### src/rtl/serial_adder_if.sv
// Operand/result handshake bundle for serial_adder; the sub field exists only
// when SERIAL_ADDER_SUB_EN is defined.
interface serial_adder_if #(
  parameter int WIDTH = 4
);
  // Both channels use valid/ready: a transfer happens on a rising edge where
  // valid && ready. The producer holds valid and its payload until that edge,
  // and ready never depends combinationally on valid.
  logic             start_valid;
  logic             start_ready;
  logic [WIDTH-1:0] a;
  logic [WIDTH-1:0] b;
  logic             cin;
`ifdef SERIAL_ADDER_SUB_EN
  logic             sub;
`endif
  logic             result_valid;
  logic             result_ready;
  logic [WIDTH-1:0] sum;
  logic             cout;
  logic             busy;

  modport slave (
`ifdef SERIAL_ADDER_SUB_EN
    input  sub,
`endif
    input  start_valid, a, b, cin, result_ready,
    output start_ready, result_valid, sum, cout, busy
  );

  modport master (
`ifdef SERIAL_ADDER_SUB_EN
    output sub,
`endif
    output start_valid, a, b, cin, result_ready,
    input  start_ready, result_valid, sum, cout, busy
  );
endinterface

### src/rtl/serial_adder.sv
// Bit-serial WIDTH-bit adder, LSB first, one bit per clock through a single full adder.
// Define SERIAL_ADDER_SUB_EN to add a latched subtract mode (a - b, cout=1 means no borrow).
module full_adder_1bit (
  input  logic a_i,
  input  logic b_i,
  input  logic c_i,
  output logic s_o,
  output logic c_o
);
  assign s_o = a_i ^ b_i ^ c_i;
  assign c_o = (a_i & b_i) | (c_i & (a_i ^ b_i));
endmodule

module serial_adder #(
  parameter int WIDTH = 4
) (
  input  logic              clk,
  input  logic              rst_n,
  serial_adder_if.slave     bus,
  output logic [1:0]        dbg_state_o
);
  localparam int CW = $clog2(WIDTH + 1);

  typedef enum logic [1:0] {
    IDLE = 2'd0,
    ADD  = 2'd1,
    DONE = 2'd2
  } state_e;

  state_e           state_q;
  logic [WIDTH-1:0] a_sh_q;
  logic [WIDTH-1:0] b_sh_q;
  logic [WIDTH-1:0] res_sh_q;
  logic             carry_q;
  logic [CW-1:0]    cnt_q;
  logic [WIDTH-1:0] sum_q;
  logic             cout_q;
  logic             result_valid_q;
  logic             busy_q;
  logic             start_ready_q;

  logic             fa_s;
  logic             fa_c;
  logic [WIDTH-1:0] res_d;
  logic [WIDTH-1:0] b_load_d;
  logic             carry_load_d;

  full_adder_1bit u_fa (
    .a_i (a_sh_q[0]),
    .b_i (b_sh_q[0]),
    .c_i (carry_q),
    .s_o (fa_s),
    .c_o (fa_c)
  );

  // Subtraction is a + ~b + 1, so only the B load and the initial carry change.
  always_comb begin
    b_load_d     = bus.b;
    carry_load_d = bus.cin;
`ifdef SERIAL_ADDER_SUB_EN
    if (bus.sub) begin
      b_load_d     = ~bus.b;
      carry_load_d = 1'b1;
    end
`endif
  end

  always_comb begin
    res_d            = res_sh_q >> 1;
    res_d[WIDTH-1]   = fa_s;
  end

  always_ff @(posedge clk or negedge rst_n) begin
    if (!rst_n) begin
      state_q        <= IDLE;
      a_sh_q         <= '0;
      b_sh_q         <= '0;
      res_sh_q       <= '0;
      carry_q        <= 1'b0;
      cnt_q          <= '0;
      sum_q          <= '0;
      cout_q         <= 1'b0;
      result_valid_q <= 1'b0;
      busy_q         <= 1'b0;
      start_ready_q  <= 1'b1;
    end else begin
      case (state_q)
        IDLE: begin
          if (bus.start_valid) begin
            a_sh_q        <= bus.a;
            b_sh_q        <= b_load_d;
            carry_q       <= carry_load_d;
            cnt_q         <= '0;
            busy_q        <= 1'b1;
            start_ready_q <= 1'b0;
            state_q       <= ADD;
          end
        end
        ADD: begin
          a_sh_q   <= a_sh_q >> 1;
          b_sh_q   <= b_sh_q >> 1;
          res_sh_q <= res_d;
          carry_q  <= fa_c;
          cnt_q    <= cnt_q + CW'(1);
          // Output regs are loaded only here so they survive the next operation.
          if (cnt_q == CW'(WIDTH - 1)) begin
            sum_q          <= res_d;
            cout_q         <= fa_c;
            busy_q         <= 1'b0;
            result_valid_q <= 1'b1;
            state_q        <= DONE;
          end
        end
        DONE: begin
          if (bus.result_ready) begin
            result_valid_q <= 1'b0;
            start_ready_q  <= 1'b1;
            state_q        <= IDLE;
          end
        end
        default: begin
          result_valid_q <= 1'b0;
          busy_q         <= 1'b0;
          start_ready_q  <= 1'b1;
          state_q        <= IDLE;
        end
      endcase
    end
  end

  assign bus.start_ready  = start_ready_q;
  assign bus.result_valid = result_valid_q;
  assign bus.sum          = sum_q;
  assign bus.cout         = cout_q;
  assign bus.busy         = busy_q;
  assign dbg_state_o      = state_q;
endmodule

### src/flat_wrapper.sv
// flat-port wrapper written by rule: the top's interface ports become plain ports
module serial_adder_flat 
#(
  parameter int WIDTH = 4
)
  (clk, rst_n, dbg_state_o, bus_start_valid, bus_a, bus_b, bus_cin, bus_result_ready, bus_start_ready, bus_result_valid, bus_sum, bus_cout, bus_busy);
  serial_adder_if #(.WIDTH(WIDTH)) bus_i ();
  input  logic clk;
  input  logic rst_n;
  output logic [1:0] dbg_state_o;
  input wire logic [$bits(bus_i.start_valid)-1:0] bus_start_valid;
  input wire logic [$bits(bus_i.a)-1:0] bus_a;
  input wire logic [$bits(bus_i.b)-1:0] bus_b;
  input wire logic [$bits(bus_i.cin)-1:0] bus_cin;
  input wire logic [$bits(bus_i.result_ready)-1:0] bus_result_ready;
  output wire logic [$bits(bus_i.start_ready)-1:0] bus_start_ready;
  output wire logic [$bits(bus_i.result_valid)-1:0] bus_result_valid;
  output wire logic [$bits(bus_i.sum)-1:0] bus_sum;
  output wire logic [$bits(bus_i.cout)-1:0] bus_cout;
  output wire logic [$bits(bus_i.busy)-1:0] bus_busy;
  assign bus_i.start_valid = bus_start_valid;
  assign bus_i.a = bus_a;
  assign bus_i.b = bus_b;
  assign bus_i.cin = bus_cin;
  assign bus_i.result_ready = bus_result_ready;
  assign bus_start_ready = bus_i.start_ready;
  assign bus_result_valid = bus_i.result_valid;
  assign bus_sum = bus_i.sum;
  assign bus_cout = bus_i.cout;
  assign bus_busy = bus_i.busy;
  serial_adder #(.WIDTH(WIDTH)) u_core (.clk(clk), .rst_n(rst_n), .bus(bus_i), .dbg_state_o(dbg_state_o));
endmodule
### config.mk
export PLATFORM = sky130hd
export DESIGN_NAME = serial_adder_flat
export DESIGN_NICKNAME = d
export VERILOG_FILES = /design/src/rtl/serial_adder_if.sv /design/src/rtl/serial_adder.sv /design/src/flat_wrapper.sv
export SDC_FILE = /design/constraint.sdc
export NUM_CORES = 1
export LEC_CHECK = 0
export CORE_MARGIN = 5
export CORE_UTILIZATION = 53
export CTS_CLUSTER_DIAMETER = 100
export DETAILED_ROUTE_END_ITERATION = 7
export PLACE_DENSITY_LB_ADDON = 0.1
export SETUP_SLACK_MARGIN = 0.05
export SLEW_MARGIN = 20
export SYNTH_ARGS = -nofsm -noshare
export SYNTH_HDL_FRONTEND = slang
export SYNTH_SLANG_ARGS = --single-unit
### constraint.sdc
create_clock -name clk -period 2.3 [get_ports clk]
set_input_delay 0.345 -clock clk [delete_from_list [all_inputs] [get_ports clk]]
set_output_delay 0.345 -clock clk [all_outputs]
set_load 0.005 [all_outputs]
==> flow_summary.yaml, run 1 <==
status:
  status: "completed"
critical_path:
  r2r-start: "u_core.dbg_state_o[1]$_DFFE_PN0P_"
  slowest_delay_ns: 0.62
  slowest_stage: "dfrtp_1"
  start_kind: "flop"
  critPathLaunch: "u_core.dbg_state_o[0]$_DFFE_PN0P_"
  crit_required_ns: 1.96
  crit_path_max_fanout: 12
  path_buf_inv: 1
  path_class: "reg2out"
  crit_family: "flip-flops"
  critPathCaptureType: "output port"
  cp.arrival_ns: 1.52
  crit_chain: "clkdlybuf4s50_1"
yosys:
  synth.area.top_cells: "dfrtp_1 (55%), o22ai_1 (6.8%), nand2_1 (5.5%)"
  synth_area_um2: 1100
  synth_top_area_share_pct: 54.6
  synth_flop_cell: "dfrtp_1"
  async_reset_ff_share_pct: 100
  synth-seq-area-share_pct: 57.0
  ys_types: 25
  synth_warnings: 0
  syn_area_per_cell_um2: 11.0
  synth_cells: 100
  synth_nets: 116
  synth-edff-count: 0
  synth_common_cells: "dfrtp_1 (24), nand2_1 (16), o22ai_1 (12)"
  synth_most_common_cell: "dfrtp_1"
  synth_area_leader_cell: "dfrtp_1"
  synth-seq-cells: 25
clocking:
  clock_latency_ns: 0.31
  post_cts_resized: 0
  cts_tree: "yes"
  cts_buffers: 3
  holdBufCountCts: 0
  cts.clk_slew.worst_paths_ns: 0.13
  cts-root-buf: "clkbuf_4"
  post_cts_buffers: 0
  cts_max_level: 1
  cts_sinks: 25
  clockBufferDepth: 2
cells_and_area:
  ff_latch_area_um2: 627
  num_antenna_cells: 0
  multi_input_area_um2: 432
  drive_gt1_share_pct: 12.2
  post-route-util_pct: 69.4
  fillers: 171
  area_growth_pct: 23.8
  nets: 140
  fin_area_um2: 1360
placement:
  port_buffers: 22
  post_dp_cell_area_um2: 1340
  dpl.hpwl_um: 1640
  gp_congestion: 0.771
die:
  die-area_um2: 3090
  core_um2: 1960
  rows: 16
  io_pins: 23
  initial_core_util_pct: 56.1
  die_width_um: 55.6
  die-height_um: 55.6
drt:
  avgViaCountPerCell: 5.55
  drt-total-wl_um: 2190
  drc: 0
  vias: 832
  drtIter0Drc: 10
  wire_per_inst_um: 14.6
  firstDrtPassIters: 4
  final_antenna_net_count: 0
global_routing:
  grtUsageTotal_pct: 16.4
  overflow: 0
  grt_antenna_before_repair: 0
  grt_pass1_wl_um: 4080
  grt_pass1_vias: 940
  grt_max_degree: 26
timing:
  rsz0062_at_grt: "no"
  skew_ns: 0.0164
  period_minus_slack_ns: 1.86
  worstMarginPinSlew_ns: 0.504
  finalCritPeriodShare_pct: 81.0
  setup_viol: 0
  setup_tns_ns: 0
  fmax_ghz: 0.537
  finalHoldViolCount: 0
  maxSlewHeadroom_pct: 66.4
  finalMaxSlewViolations: 0
pwr:
  ir_worst_vdd_mv: 0.805
  power_per_cell_area_nw_per_um2: 1350
  p_leak_uw: 0.000579
flow_run:
  maxCapViolCount: 0
worst_hold_path:
  min_path_type: "in2async"
## flip-flops by register name, indices dropped and copies added (netlist names)
signal / count
u_core.a_sh_q: 4
u_core.b_sh_q: 4
u_core.bus.sum: 4
u_core.cnt_q: 3
u_core.res_sh_q: 3
u_core.dbg_state_o: 2
u_core.bus.busy: 1
u_core.bus.cout: 1
u_core.bus.result_valid: 1
u_core.bus.start_ready: 1
u_core.carry_q: 1
## per-stage QoR
stage | setup slack [ns] | total power [uW] | hold WS (ns) | std cells
final | 0.437 | 1830 | 0.381 | 150
after global routing | 0.354 | 2000 | 0.411 | 150
after CTS | 0.417 | 1860 | 0.384 | 150
after detailed placement | 0.509 | 1670 | 0.466 | 146
after global placement | 0.552 | 1610 | 0.454 | 146
after floorplan | 0.901 | 1340 | 0.0494 | 100
## power breakdown
group / internal, uW / total, uW / switching [uW] / leakage [uW]
clock network: 67.6 / 187 / 119 / 0.0000150
logic: 433 / 812 / 380 / 0.000263
registers: 655 / 832 / 177 / 0.000300
## layout by cell type, fill, tap and decap left out, drive strengths merged
cell,synthesis,routed
a21oi,10,10
nor2,4,4
a22o,1,1
dfrtp,24,24
o31ai,1,1
ha,2,2
clkdlybuf4s50,0,22
and2b,1,1
o22ai,12,12
nor2b,1,1
or4b,1,1
dfstp,1,1
nand2b,2,2
nand2,16,16
buf,4,1
clkbuf,0,4
o21ai,8,8
inv,3,3
clkinv,1,1
a32o,1,1
o21bai,1,1
fa,1,1
mux2,5,5
## logic make-up (layout without fill, tap and decap cells)
| group | Yosys count | after routing | share of synthesized area, % |
|---|---|---|---|
| AO/OA/AOI/OAI | 34 | 34 | 18.8 |
| adder cells (fa/ha/maj) | 3 | 3 | 4.10 |
| buffers and inverters | 8 | 31 | 3.75 |
| flip-flops | 25 | 25 | 57.0 |
| multiplexers | 5 | 5 | 5.12 |
| AND/OR/NAND/NOR | 25 | 25 | 11.3 |
## path summary, 6_finish.rpt
check	to	depth (start not counted)	slack [ns]
hold / removal	u_core.dbg_state_o[1]$_DFFE_PN0P_	2	0.38
max in group asynchronous	u_core.bus.start_ready$_DFFE_PN1P_	2	1.63
setup reg to reg	u_core.bus.sum[1]$_DFFE_PN0P_	3	0.69
hold reg to reg	u_core.res_sh_q[1]$_DFFE_PN0N_	2	0.49
setup / recovery	dbg_state_o[0]	1	0.44
min in group clk	u_core.res_sh_q[1]$_DFFE_PN0N_	2	0.49
## layer usage
layer | routed length (um) | track usage [%] | up-vias
met5 | 0 | 0 | -
met3 | 68 | 2.56 | 2
li1 | - | - | 403
met1 | 1040 | 20.0 | 409
met2 | 1070 | 28.4 | 18
met4 | 18 | 7.29 | 0
## area by class of cell
cell class,instances,area share (%)
Sequential cell,25,46.0
Multi-Input combinational cell,67,31.7
Timing Repair Buffer,23,16.7
Tap cell,27,2.48
Clock buffer,4,1.93
Inverter,4,1.10
No activity file was read; power rests on OpenSTA's default activity.
==> run 2, diff against run 1 <==
- CORE_UTILIZATION: 53 -> 44
- clock period: 2.3 -> 1.6 ns (I/O delays scaled with it)
==> run 2 against run 1 <==
  * Final area grew 4.8%
  * Flip-flop and latch count is the same
  * Via count up 1.8%
  * Die area increased by 17%
==> flow_summary.yaml, run 2 (synthesis gave the netlist of run 1 again) <==
critical_path:
  path_class: "reg2reg"
  start_kind: "flop"
  crit_path_max_fanout: 6
  regToRegEndpoint: "u_core.bus.sum[0]$_DFFE_PN0P_"
  critPathCaptureType: "flop"
  r2r_cells: 4
  cp.arrival_ns: 1.69
  r2r-start: "u_core.cnt_q[0]$_DFFE_PN0P_"
  r2r_slack_ns: 0.12
  crit_required_ns: 1.82
clocking:
  cts_sinks: 25
  cts-root-buf: "clkbuf_4"
  clock_latency_ns: 0.33
  cts_buffers: 3
  holdBufCountCts: 0
  cts.clk_slew.worst_paths_ns: 0.15
  cts_tree: "yes"
  cts_max_level: 1
  clockBufferDepth: 2
cells_and_area:
  stdcell_count: 159
  mostFrequentLayoutCells: "dfrtp_1 (24), clkdlybuf4s50_1 (18), nand2_1 (15), o22ai_1 (12), a21oi_1 (9)"
  area_growth_pct: 29.7
  mostFrequentLayoutCell: "dfrtp_1"
  num_antenna_cells: 0
  drive_gt1_share_pct: 17.8
  nets: 146
placement:
  dp_slack_ns: 0.0188
  port_buffers: 22
  gp_congestion: 0.749
  dpl.hpwl_um: 1710
  dp_cells: 154
global_routing:
  grt_pass1_wl_um: 3930
  grtUsageTotal_pct: 14.7
  grt_antenna_before_repair: 0
  grt_pass1_vias: 890
  overflow: 0
  grt_max_degree: 26
timing:
  setup_viol: 0
  maxSlewHeadroom_pct: 78.9
  skew_ns: 0.0119
  finalCritPeriodShare_pct: 92.2
  finalHoldViolCount: 0
  period_minus_slack_ns: 1.48
  setup_tns_ns: 0
  worstMarginPinSlew_ns: 0.317
  rsz0062_at_grt: "no"
  finalMaxSlewViolations: 0
  fmax_ghz: 0.678
  setup_ws_ns: 0.124
die:
  die-height_um: 60.0
  io_pins: 23
  die_width_um: 60.0
  initial_core_util_pct: 45.2
  rows: 18
  die-area_um2: 3600
  core_um2: 2430
drt:
  drtIter0Drc: 15
  drt-total-wl_um: 2280
  avgViaCountPerCell: 5.33
  firstDrtPassIters: 4
  final_antenna_net_count: 0
  drc: 0
  vias: 847
  wire_per_inst_um: 14.3
flow_run:
  maxCapViolCount: 0
pwr:
  p_leak_uw: 0.000637
  ir_worst_vdd_mv: 0.982
  power_per_cell_area_nw_per_um2: 1910
  finalPower_uw: 2730
status:
  status: "completed"
worst_hold_path:
  min_path_type: "in2async"
-- run 2: per-layer routing --
| layer | global-route usage, % | vias to the layer above | wire length (um) |
|---|---|---|---|
| met5 | 0 | - | 0 |
| met4 | 6.33 | 0 | 34 |
| met3 | 1.94 | 4 | 94 |
| met2 | 24.7 | 21 | 1090 |
| met1 | 18.8 | 408 | 1060 |
| li1 | - | 414 | - |
-- run 2: through the flow --
stage | hold WS (ns) | util [%] | area [um2]
after floorplan | -0.0556 | - | 1100
after global placement | 0.465 | 56.6 | 1380
after detailed placement | 0.478 | 56.6 | 1380
after CTS | 0.263 | 58.4 | 1420
after global routing | 0.252 | 58.6 | 1430
final | 0.257 | 58.6 | 1430
-- run 2: repair_timing --
action                     in CTS  in global routing
setup endpoints to repair       4                  2
resized for setup               5                  2
setup buffers                   1                  0
-- run 2: worst max-delay path, stage by stage, from the launching register on --
cell and delay, ns:
dfrtp_1 0.42, ha_1 0.21, ha_1 0.24, nand2_2 0.15, mux2_2 0.36
-- run 2: worst max-delay path by stage --
stage                     cells past startpoint  slack [ns]                            end                         startpoint
after floorplan                               4        0.20    u_core.bus.cout$_DFFE_PN0P_        u_core.cnt_q[0]$_DFFE_PN0P_
after global placement                        5        0.08   u_core.b_sh_q[0]$_DFFE_PN0P_                    bus_start_valid
after detailed placement                      5        0.02   u_core.a_sh_q[2]$_DFFE_PN0P_                    bus_start_valid
after CTS                                     2        0.08                 dbg_state_o[1]  u_core.dbg_state_o[1]$_DFFE_PN0P_
after global routing                          1        0.08                       bus_busy        u_core.bus.busy$_DFFE_PN0P_
final                                         4        0.12  u_core.bus.sum[0]$_DFFE_PN0P_        u_core.cnt_q[0]$_DFFE_PN0P_
-- run 2: report_power, final --
| group | internal, uW | switching [uW] |
|---|---|---|
| sequential | 942 | 199 |
| combinational | 681 | 612 |
| clock | 95.5 | 199 |
| total | 1720 | 1010 |
-- run 2: layout make-up --
cell class / instances / area [um2]
fill: 231 / 1010
sequential: 25 / 627
multi-input combinational: 67 / 434
timing repair buffer: 29 / 283
tap: 30 / 37.5
clock buffer: 3 / 22.5
inverter: 4 / 15.0
clock inverter: 1 / 7.51
